$ cat src/rtl/alsu_req_arbiter_if.sv
// Requester channel between one client and the ALSU arbiter.
// One valid/ready command channel (packed ALSU command) and one
// valid/ready response channel (captured ALSU out plus error flag).
//   cmd_valid / cmd_ready / cmd[15:0]   client -> arbiter command
//   rsp_valid / rsp_ready               arbiter -> client response handshake
//   rsp_data[5:0] / rsp_err             captured ALSU out, 1 = leds were nonzero
// cmd packing: {bypass_B,bypass_A,red_op_B,red_op_A,direction,serial_in,cin,opcode[2:0],B[2:0],A[2:0]}
interface alsu_req_arbiter_if;
    logic        cmd_valid;
    logic        cmd_ready;
    logic [15:0] cmd;
    logic        rsp_valid;
    logic        rsp_ready;
    logic [5:0]  rsp_data;
    logic        rsp_err;

    modport master (
        output cmd_valid, cmd, rsp_ready,
        input  cmd_ready, rsp_valid, rsp_data, rsp_err
    );

    modport slave (
        input  cmd_valid, cmd, rsp_ready,
        output cmd_ready, rsp_valid, rsp_data, rsp_err
    );
endinterface

$ cat src/rtl/alsu_req_arbiter.sv
// Shares one ALSU between two requesters. A command is granted in IDLE,
// driven onto the ALSU inputs for exactly one cycle, the ALSU pipeline
// latency is waited out with a down-counter, and the result is held on the
// owner's response channel until it is consumed. One command in flight.
//
// Ports
//   CLK, RST_n            clock (rising edge), async active-low reset
//   r0, r1                requester channels (slave side)
//   alsu_*  (out)         ALSU operand/control inputs, all zero except in ISSUE
//   alsu_out, alsu_leds   ALSU result and error leds
//   busy                  high whenever the FSM is not in IDLE
//
// state | meaning
// IDLE  | arbitrate, accept one command
// ISSUE | latched command on the ALSU inputs (single cycle)
// WAIT  | count down ALSU latency, capture result on terminal count
// RESP  | hold response for the owner until rsp_ready
module alsu_req_arbiter #(
    parameter int    ALSU_LATENCY = 2,
    parameter string ARB_MODE     = "RR"
) (
    input  logic              CLK,
    input  logic              RST_n,
    alsu_req_arbiter_if.slave r0,
    alsu_req_arbiter_if.slave r1,
    output logic [2:0]        alsu_A,
    output logic [2:0]        alsu_B,
    output logic [2:0]        alsu_opcode,
    output logic              alsu_cin,
    output logic              alsu_serial_in,
    output logic              alsu_direction,
    output logic              alsu_red_op_A,
    output logic              alsu_red_op_B,
    output logic              alsu_bypass_A,
    output logic              alsu_bypass_B,
    input  logic [5:0]        alsu_out,
    input  logic [15:0]       alsu_leds,
    output logic              busy
);

    localparam bit RR_MODE = (ARB_MODE == "RR");

    typedef enum logic [1:0] {IDLE, ISSUE, WAIT, RESP} state_e;

    state_e      state_q, state_d;
    logic [15:0] issue_q, issue_d;
    logic        owner_q, owner_d;
    logic        last_grant_q, last_grant_d;
    logic [2:0]  cnt_q, cnt_d;
    logic [5:0]  data_q, data_d;
    logic        err_q, err_d;
    logic        grant0, grant1;
    logic        own_rsp_ready;

    // r1 wins when alone, or on a tie in round-robin mode when r0 had the last grant.
    always_comb begin
        grant1 = r1.cmd_valid && (!r0.cmd_valid || (RR_MODE && !last_grant_q));
        grant0 = r0.cmd_valid && !grant1;
    end

    assign r0.cmd_ready = (state_q == IDLE) && grant0;
    assign r1.cmd_ready = (state_q == IDLE) && grant1;

    always_comb begin
        state_d       = state_q;
        issue_d       = '0;
        owner_d       = owner_q;
        last_grant_d  = last_grant_q;
        cnt_d         = cnt_q;
        data_d        = data_q;
        err_d         = err_q;
        own_rsp_ready = owner_q ? r1.rsp_ready : r0.rsp_ready;

        case (state_q)
            IDLE: begin
                if (grant0 || grant1) begin
                    // issue_q is loaded only on accept, so the ALSU sees the
                    // command for the single ISSUE cycle and a NOP otherwise.
                    issue_d      = grant1 ? r1.cmd : r0.cmd;
                    owner_d      = grant1;
                    last_grant_d = grant1;
                    state_d      = ISSUE;
                end
            end
            ISSUE: begin
                cnt_d   = 3'(ALSU_LATENCY);
                state_d = WAIT;
            end
            WAIT: begin
                cnt_d = cnt_q - 3'd1;
                if (cnt_q == 3'd1) begin
                    data_d  = alsu_out;
                    err_d   = |alsu_leds;
                    state_d = RESP;
                end
            end
            RESP: begin
                if (own_rsp_ready) begin
                    state_d = IDLE;
                end
            end
            default: state_d = IDLE;
        endcase
    end

    always_ff @(posedge CLK or negedge RST_n) begin
        if (!RST_n) begin
            state_q      <= IDLE;
            issue_q      <= '0;
            owner_q      <= 1'b0;
            last_grant_q <= 1'b1;
            cnt_q        <= '0;
            data_q       <= '0;
            err_q        <= 1'b0;
        end else begin
            state_q      <= state_d;
            issue_q      <= issue_d;
            owner_q      <= owner_d;
            last_grant_q <= last_grant_d;
            cnt_q        <= cnt_d;
            data_q       <= data_d;
            err_q        <= err_d;
        end
    end

    assign {alsu_bypass_B, alsu_bypass_A, alsu_red_op_B, alsu_red_op_A,
            alsu_direction, alsu_serial_in, alsu_cin, alsu_opcode,
            alsu_B, alsu_A} = issue_q;

    assign r0.rsp_valid = (state_q == RESP) && !owner_q;
    assign r1.rsp_valid = (state_q == RESP) &&  owner_q;
    assign r0.rsp_data  = data_q;
    assign r1.rsp_data  = data_q;
    assign r0.rsp_err   = err_q;
    assign r1.rsp_err   = err_q;

    assign busy = (state_q != IDLE);

endmodule
$ cat src/flat_wrapper.sv
// flat-port wrapper written by rule: the top's interface ports become plain ports
module alsu_req_arbiter_flat 
#(
    parameter int    ALSU_LATENCY = 2,
    parameter string ARB_MODE     = "  "
)
  (CLK, RST_n, alsu_A, alsu_B, alsu_opcode, alsu_cin, alsu_serial_in, alsu_direction, alsu_red_op_A, alsu_red_op_B, alsu_bypass_A, alsu_bypass_B, alsu_out, alsu_leds, busy, r0_cmd_valid, r0_cmd, r0_rsp_ready, r0_cmd_ready, r0_rsp_valid, r0_rsp_data, r0_rsp_err, r1_cmd_valid, r1_cmd, r1_rsp_ready, r1_cmd_ready, r1_rsp_valid, r1_rsp_data, r1_rsp_err);
  alsu_req_arbiter_if r0_i ();
  alsu_req_arbiter_if r1_i ();
  input  logic CLK;
  input  logic RST_n;
  output logic [2:0] alsu_A;
  output logic [2:0] alsu_B;
  output logic [2:0] alsu_opcode;
  output logic alsu_cin;
  output logic alsu_serial_in;
  output logic alsu_direction;
  output logic alsu_red_op_A;
  output logic alsu_red_op_B;
  output logic alsu_bypass_A;
  output logic alsu_bypass_B;
  input  logic [5:0] alsu_out;
  input  logic [15:0] alsu_leds;
  output logic busy;
  input wire logic [$bits(r0_i.cmd_valid)-1:0] r0_cmd_valid;
  input wire logic [$bits(r0_i.cmd)-1:0] r0_cmd;
  input wire logic [$bits(r0_i.rsp_ready)-1:0] r0_rsp_ready;
  output wire logic [$bits(r0_i.cmd_ready)-1:0] r0_cmd_ready;
  output wire logic [$bits(r0_i.rsp_valid)-1:0] r0_rsp_valid;
  output wire logic [$bits(r0_i.rsp_data)-1:0] r0_rsp_data;
  output wire logic [$bits(r0_i.rsp_err)-1:0] r0_rsp_err;
  input wire logic [$bits(r1_i.cmd_valid)-1:0] r1_cmd_valid;
  input wire logic [$bits(r1_i.cmd)-1:0] r1_cmd;
  input wire logic [$bits(r1_i.rsp_ready)-1:0] r1_rsp_ready;
  output wire logic [$bits(r1_i.cmd_ready)-1:0] r1_cmd_ready;
  output wire logic [$bits(r1_i.rsp_valid)-1:0] r1_rsp_valid;
  output wire logic [$bits(r1_i.rsp_data)-1:0] r1_rsp_data;
  output wire logic [$bits(r1_i.rsp_err)-1:0] r1_rsp_err;
  assign r0_i.cmd_valid = r0_cmd_valid;
  assign r0_i.cmd = r0_cmd;
  assign r0_i.rsp_ready = r0_rsp_ready;
  assign r0_cmd_ready = r0_i.cmd_ready;
  assign r0_rsp_valid = r0_i.rsp_valid;
  assign r0_rsp_data = r0_i.rsp_data;
  assign r0_rsp_err = r0_i.rsp_err;
  assign r1_i.cmd_valid = r1_cmd_valid;
  assign r1_i.cmd = r1_cmd;
  assign r1_i.rsp_ready = r1_rsp_ready;
  assign r1_cmd_ready = r1_i.cmd_ready;
  assign r1_rsp_valid = r1_i.rsp_valid;
  assign r1_rsp_data = r1_i.rsp_data;
  assign r1_rsp_err = r1_i.rsp_err;
  alsu_req_arbiter #(.ALSU_LATENCY(ALSU_LATENCY), .ARB_MODE(ARB_MODE)) u_core (.CLK(CLK), .RST_n(RST_n), .r0(r0_i), .r1(r1_i), .alsu_A(alsu_A), .alsu_B(alsu_B), .alsu_opcode(alsu_opcode), .alsu_cin(alsu_cin), .alsu_serial_in(alsu_serial_in), .alsu_direction(alsu_direction), .alsu_red_op_A(alsu_red_op_A), .alsu_red_op_B(alsu_red_op_B), .alsu_bypass_A(alsu_bypass_A), .alsu_bypass_B(alsu_bypass_B), .alsu_out(alsu_out), .alsu_leds(alsu_leds), .busy(busy));
endmodule
$ cat config.mk
export PLATFORM = sky130hd
export DESIGN_NAME = alsu_req_arbiter_flat
export DESIGN_NICKNAME = d
export VERILOG_FILES = /design/src/rtl/alsu_req_arbiter_if.sv /design/src/rtl/alsu_req_arbiter.sv /design/src/flat_wrapper.sv
export SDC_FILE = /design/constraint.sdc
export NUM_CORES = 1
export LEC_CHECK = 0
export ABC_AREA = 1
export ABC_CLOCK_PERIOD_IN_PS = 1800
export CORE_AREA = 5 5 70 72
export DETAILED_ROUTE_END_ITERATION = 10
export DIE_AREA = 0 0 75 77
export PLACE_DENSITY = 0.75
export SYNTH_ARGS = -nofsm -noshare
export SYNTH_HDL_FRONTEND = slang
export SYNTH_SLANG_ARGS = --single-unit
$ cat constraint.sdc
create_clock -name CLK -period 1.8 [get_ports CLK]
set_clock_uncertainty 0.2 [all_clocks]
set_input_delay 0.27 -clock CLK [delete_from_list [all_inputs] [get_ports CLK]]
set_output_delay 0.27 -clock CLK [all_outputs]
set_load 0.02 [all_outputs]
==> results of run 1 <==
[power by group]
part / internal (W) / switching [W]
sequential: 0.000871 / 0.000113
clock: 0.000345 / 0.000235
combinational: 0.000851 / 0.000902
total: 0.00207 / 0.00125
[through the flow]
step | power, W | TNS [ps]
2_1_floorplan | 0.00198 | 0
3_3_place_gp | 0.00272 | -547
3_5_place_dp | 0.00275 | -583
4_1_cts | 0.00332 | 0
5_1_grt | 0.00358 | -1.96
6_report | 0.00332 | 0
[per-layer routing]
metal	global-route usage (%)	up-vias
li1	-	706
met4	5.34	0
met1	13.3	566
met2	22.7	72
met3	6.93	4
met5	0	-
[cells by family (layout without fill, tap and decap cells)]
group | Yosys count | count (layout) | synth area share (%)
AOI/OAI and AO/OA | 4 | 4 | 1.50
xor gates and xnor gates | 1 | 1 | 0.618
adders and majority gates | 6 | 6 | 5.30
buffers and inverters | 22 | 122 | 9.53
DFF | 29 | 29 | 51.2
and+or+nand+nor | 108 | 108 | 31.9
[cells in the final DEF (no fill, tap or decap), types with 7 or more instances in the layout]
cell type	synthesis	routed
clkdlybuf4s50_1	0	89
nand2_1	79	79
dfrtp_1	29	29
nor2_1	13	13
inv_1	10	8
nand2_2	7	7
clkbuf_8	0	7
buf_4	7	7
[flip-flops by register name (all words and copies together) (netlist names)]
register            cells
u_core.state_q          2
u_core.owner_q          1
u_core.issue_q         16
u_core.cnt_q            3
u_core.r0.rsp_err       1
u_core.r0.rsp_data      6
[how the worst max path moves through the flow]
stage,start,to,slack (ps),cells past startpoint
4_1_cts,u_core.state_q[1],busy,30,4
3_3_place_gp,r1_cmd_valid,r1_cmd_ready,-310,6
6_report,u_core.r0.rsp_data[1],r0_rsp_data[1],80,1
3_5_place_dp,r1_cmd_valid,r1_cmd_ready,-310,6
5_1_grt,u_core.state_q[0],busy,-2,4
2_1_floorplan,u_core.state_q[0],r0_cmd_ready,320,5
[final cells by class]
type                       count  area, um2
clock buffer                   7       96.3
clock inverter                 1       5.00
fill                         384       1750
inverter                      13       51.3
multi-input combinational    119        572
sequential                    29        726
tap                           52       65.1
timing repair buffer         101        972
==> flow_summary.yaml, run 1 <==
timing:
  period_minus_slack_ps: 1720
  hold-worst-slack_ps: 174
  report.final.slew_viol_count: 0
  fmax_ghz: 0.582
  hold_viol: 0
  fin_ws_ps: 81.4
  setup_viol: 0
  slew-limit-headroom_pct: 74.8
  tightest_slew_ps: 378
  min_period_over_period_pct: 95.5
logic_synthesis:
  synth_top_cells_by_area: "dfrtp_1 51%, nand2_1 21%, ha_1 5.3%"
  synthCells: 170
  syn-mean-instance-area_um2: 8.34
  ys.flop_type: "dfrtp_1"
  synthTopCellsByCount: "79 x nand2_1, 29 x dfrtp_1, 13 x nor2_1"
  synth.most_common_cell: "nand2_1"
  synth_seq_cells: 29
  synthesis.nets: 236
  synth-edff-count: 0
  synth_cell_types: 19
  syn_area_mm2: 0.00142
  synthArstFlopShare_pct: 100
  seq_area_frac_synth_pct: 51.2
  yosysWarnings: 0
  yosysTopAreaCell: "dfrtp_1"
  synth.top_cell.area_share_pct: 51.2
routing:
  vias: 1348
  dr.pass1.iters: 4
  routed_wl_um: 3780
  postRouteAntennaNets: 0
  wl_met3_um: 577
  wire_per_inst_um: 11.7
  drt-met1-wl_um: 1360
  wl_met2_um: 1790
  via_per_inst: 4.19
  drc: 0
  drtIter0Drc: 48
  top_layer_used: "met4"
clock_network:
  cts_resized: 18
  cts.path.max_buffers: 2
  path_clk_slew_ps: 60
  worstSkewPairLatency_ps: 270
  cts_tree: "yes"
  clock-root-buffer: "clkbuf_8"
  holdBufCountCts: 0
  post_cts_buffers: 0
  numCtsBuffers: 5
  htreeDepth: 2
  clock_sinks: 29
grt:
  track_usage_pct: 13.3
  grt_max_degree: 30
  overflow: 0
  first_global_vias: 1337
  grt_first_pass_wirelength_um: 5820
  antenna_found_initial: 0
cells_and_area:
  final_util_pct: 58.7
  final_area_mm2: 0.00249
  final_nets: 335
  fin_cells: 322
  drive_gt1_share_pct: 13.3
  area_growth_syn_to_layout_pct: 75.5
  antenna_cells: 0
placement:
  post-place-ws_ps: -306
  placed_area_mm2: 0.00239
  dpl.hpwl_um: 3100
  dp_cells: 314
  gp_congestion: 0.721
  portBuffers: 94
worst_setup_path:
  worstSetupPathType: "reg -> out"
  reg2reg_from: "u_core.state_q[0]"
  cp-start-kind: "register"
  reg2reg_depth: 6
  worst_path_max_delay_cell: "clkdlybuf4s50_1"
  slowest_delay_ps: 610
  crit_path_max_fanout: 3
  crit_family: "buffers and inverters"
  crit_chain: "clkdlybuf4s50_1"
  critPathBufInv: 1
  crit_arrival_ps: 1250
  required_ps: 1330
  crit_path_end_kind: "output port"
  r2r-end: "u_core.state_q[0]"
  regToRegSetupSlack_ps: 200
hold_path:
  worstHoldPathType: "in -> async"
die:
  die_area_mm2: 0.00578
  core_mm2: 0.00423
  std_cell_rows: 24
  initial_core_util_pct: 33.5
  die_h_um: 77
  boundaryPins: 95
  die_w_um: 75
power:
  cellPowerDensity_mw_per_mm2: 1330
  peakVddDrop_uv: 617
  p_leak_nw: 1.21
run:
  cap_violations: 0
run_status:
  status: "finished clean"
Power figures use the tool's default switching activity.
==> run 2, diff against run 1 <==
--- a/config.mk
+++ b/config.mk
@@ -11,6 +11,8 @@
 export DETAILED_ROUTE_END_ITERATION = 10
 export DIE_AREA = 0 0 75 77
 export PLACE_DENSITY = 0.75
+export REMOVE_ABC_BUFFERS = 1
+export SLEW_MARGIN = 20
 export SYNTH_ARGS = -nofsm -noshare
 export SYNTH_HDL_FRONTEND = slang
 export SYNTH_SLANG_ARGS = --single-unit
==> run 2 against run 1 <==
Final area barely moved. Cell count unchanged. Clock power is 0.9% higher. Routed wire length down 0.45%. Combinational power hardly changed. Core utilization hardly changed. Worst hold slack got worse by 1.9 ps. Largest cell class unchanged. Highest routed layer unchanged.
==> flow_summary.yaml, run 2 (synthesis gave the netlist of run 1 again) <==
routing:
  drt-met1-wl_um: 1470
  top_layer_used: "met4"
  wl_met2_um: 1840
  dr.pass1.iters: 4
  wire_per_inst_um: 11.7
  vias: 1348
  wl_met3_um: 424
  routed_wl_um: 3760
  via_per_inst: 4.19
  drc: 0
  drtIter0Drc: 69
  postRouteAntennaNets: 0
worst_setup_path:
  worstSetupPathType: "reg -> out"
  crit_path_end_kind: "output port"
  crit_start: "u_core.r0.rsp_err"
  critPathBufInv: 1
  reg2reg_depth: 6
  regToRegSetupSlack_ps: 170
  reg2reg_from: "u_core.state_q[0]"
  crit_path_max_fanout: 3
  required_ps: 1330
  slowest_delay_ps: 620
  crit_family: "buffers and inverters"
  cp-start-kind: "register"
  worst_path_max_delay_cell: "clkdlybuf4s50_1"
  r2r-end: "u_core.state_q[0]"
  crit_end: "r1_rsp_err"
  crit_chain: "clkdlybuf4s50_1"
  critical_path_depth: 1
  crit_arrival_ps: 1270
clock_network:
  path_clk_slew_ps: 60
  clock-root-buffer: "clkbuf_8"
  numCtsBuffers: 5
  htreeDepth: 2
  cts.path.max_buffers: 2
  holdBufCountCts: 0
  worstSkewPairLatency_ps: 270
  cts_tree: "yes"
  clock_sinks: 29
placement:
  dpl.hpwl_um: 3060
  placed_area_mm2: 0.00239
  gp_congestion: 0.723
  portBuffers: 94
  dp_cells: 314
grt:
  overflow: 0
  grt_max_degree: 30
  grt_first_pass_wirelength_um: 6000
  first_global_vias: 1356
  track_usage_pct: 13.8
  antenna_found_initial: 0
timing:
  min_period_over_period_pct: 96.5
  fmax_ghz: 0.576
  rsz0062_at_grt: "no"
  setup_viol: 0
  period_minus_slack_ps: 1740
  slew-limit-headroom_pct: 75.3
  hold_viol: 0
  report.final.slew_viol_count: 0
  tightest_slew_ps: 371
die:
  initial_core_util_pct: 33.5
  die_w_um: 75
  boundaryPins: 95
  std_cell_rows: 24
  die_area_mm2: 0.00578
  core_mm2: 0.00423
  die_h_um: 77
cells_and_area:
  final_nets: 335
  final_cell_mix: "89 x clkdlybuf4s50_1, 79 x nand2_1, 29 x dfrtp_1, 13 x nor2_1, 9 x inv_1"
  drive_gt1_share_pct: 13.0
  largest_register: "u_core.issue_q"
  final_area_mm2: 0.00249
  fin_cells: 322
  final_common_cell: "clkdlybuf4s50_1"
  largest_reg_flops: 16
  final_util_pct: 58.8
  area_growth_syn_to_layout_pct: 75.6
  antenna_cells: 0
run:
  cap_violations: 0
hold_path:
  worstHoldPathType: "in -> async"
power:
  p_leak_nw: 1.21
  cellPowerDensity_mw_per_mm2: 1340
  total_power_w: 0.00333
  peakVddDrop_uv: 512
run_status:
  status: "finished clean"
run 2: cell count changes in the layout (fill, tap and decap cells not counted), sizes merged:
cell,delta
dlygate4sd2,-1
clkdlybuf4s15,+1
run 2: worst min-delay path by stage:
| stage | slack (ps) | cells past startpoint | end | startpoint |
|---|---|---|---|---|
| after global routing | 200 | 2 | u_core.issue_q[2] | RST_n |
| after floorplan | -230 | 0 | u_core.cnt_q[0] | RST_n |
| after global placement | 280 | 2 | u_core.r0.rsp_data[2] | u_core.r0.rsp_data[2] |
| after CTS | 180 | 2 | u_core.issue_q[5] | RST_n |
| final | 170 | 2 | u_core.r0.rsp_data[4] | RST_n |
| after detailed placement | 300 | 2 | u_core.r0.rsp_data[1] | u_core.r0.rsp_data[1] |
run 2: where the power goes:
group	internal, W	switching [W]
clock	0.000345	0.000239
sequential	0.000871	0.000112
combinational	0.000853	0.000910
total	0.00207	0.00126
run 2: final cells by class:
cell class | count | area, um2
clock inverter | 1 | 5.00
clock buffer | 7 | 96.3
timing repair buffer | 101 | 973
fill | 394 | 1750
sequential | 29 | 726
multi-input combinational | 119 | 572
tap | 52 | 65.1
inverter | 13 | 51.3
run 2: per-stage QoR:
stage / hold WS, ps / setup TNS (ps) / setup WS [ps]
2_1_floorplan: -226 / 0 / 365
3_3_place_gp: 284 / -480 / -274
3_5_place_dp: 302 / -554 / -302
4_1_cts: 178 / 0 / 13.2
5_1_grt: 203 / 0 / 0.408
6_report: 172 / 0 / 62.8
run 2: what timing repair did:
action	in CTS	in global routing
pin swaps	0	0
hold endpoints to repair	0	0
buffers inserted	0	0
endpoints found under the setup margin	5	3
resized for setup	18	4
run 2: routing by layer:
layer | up-vias | GRT usage, %
met4 | 0 | 5.34
met2 | 58 | 22.6
met1 | 583 | 15.0
met3 | 2 | 6.80
met5 | - | 0
li1 | 705 | -
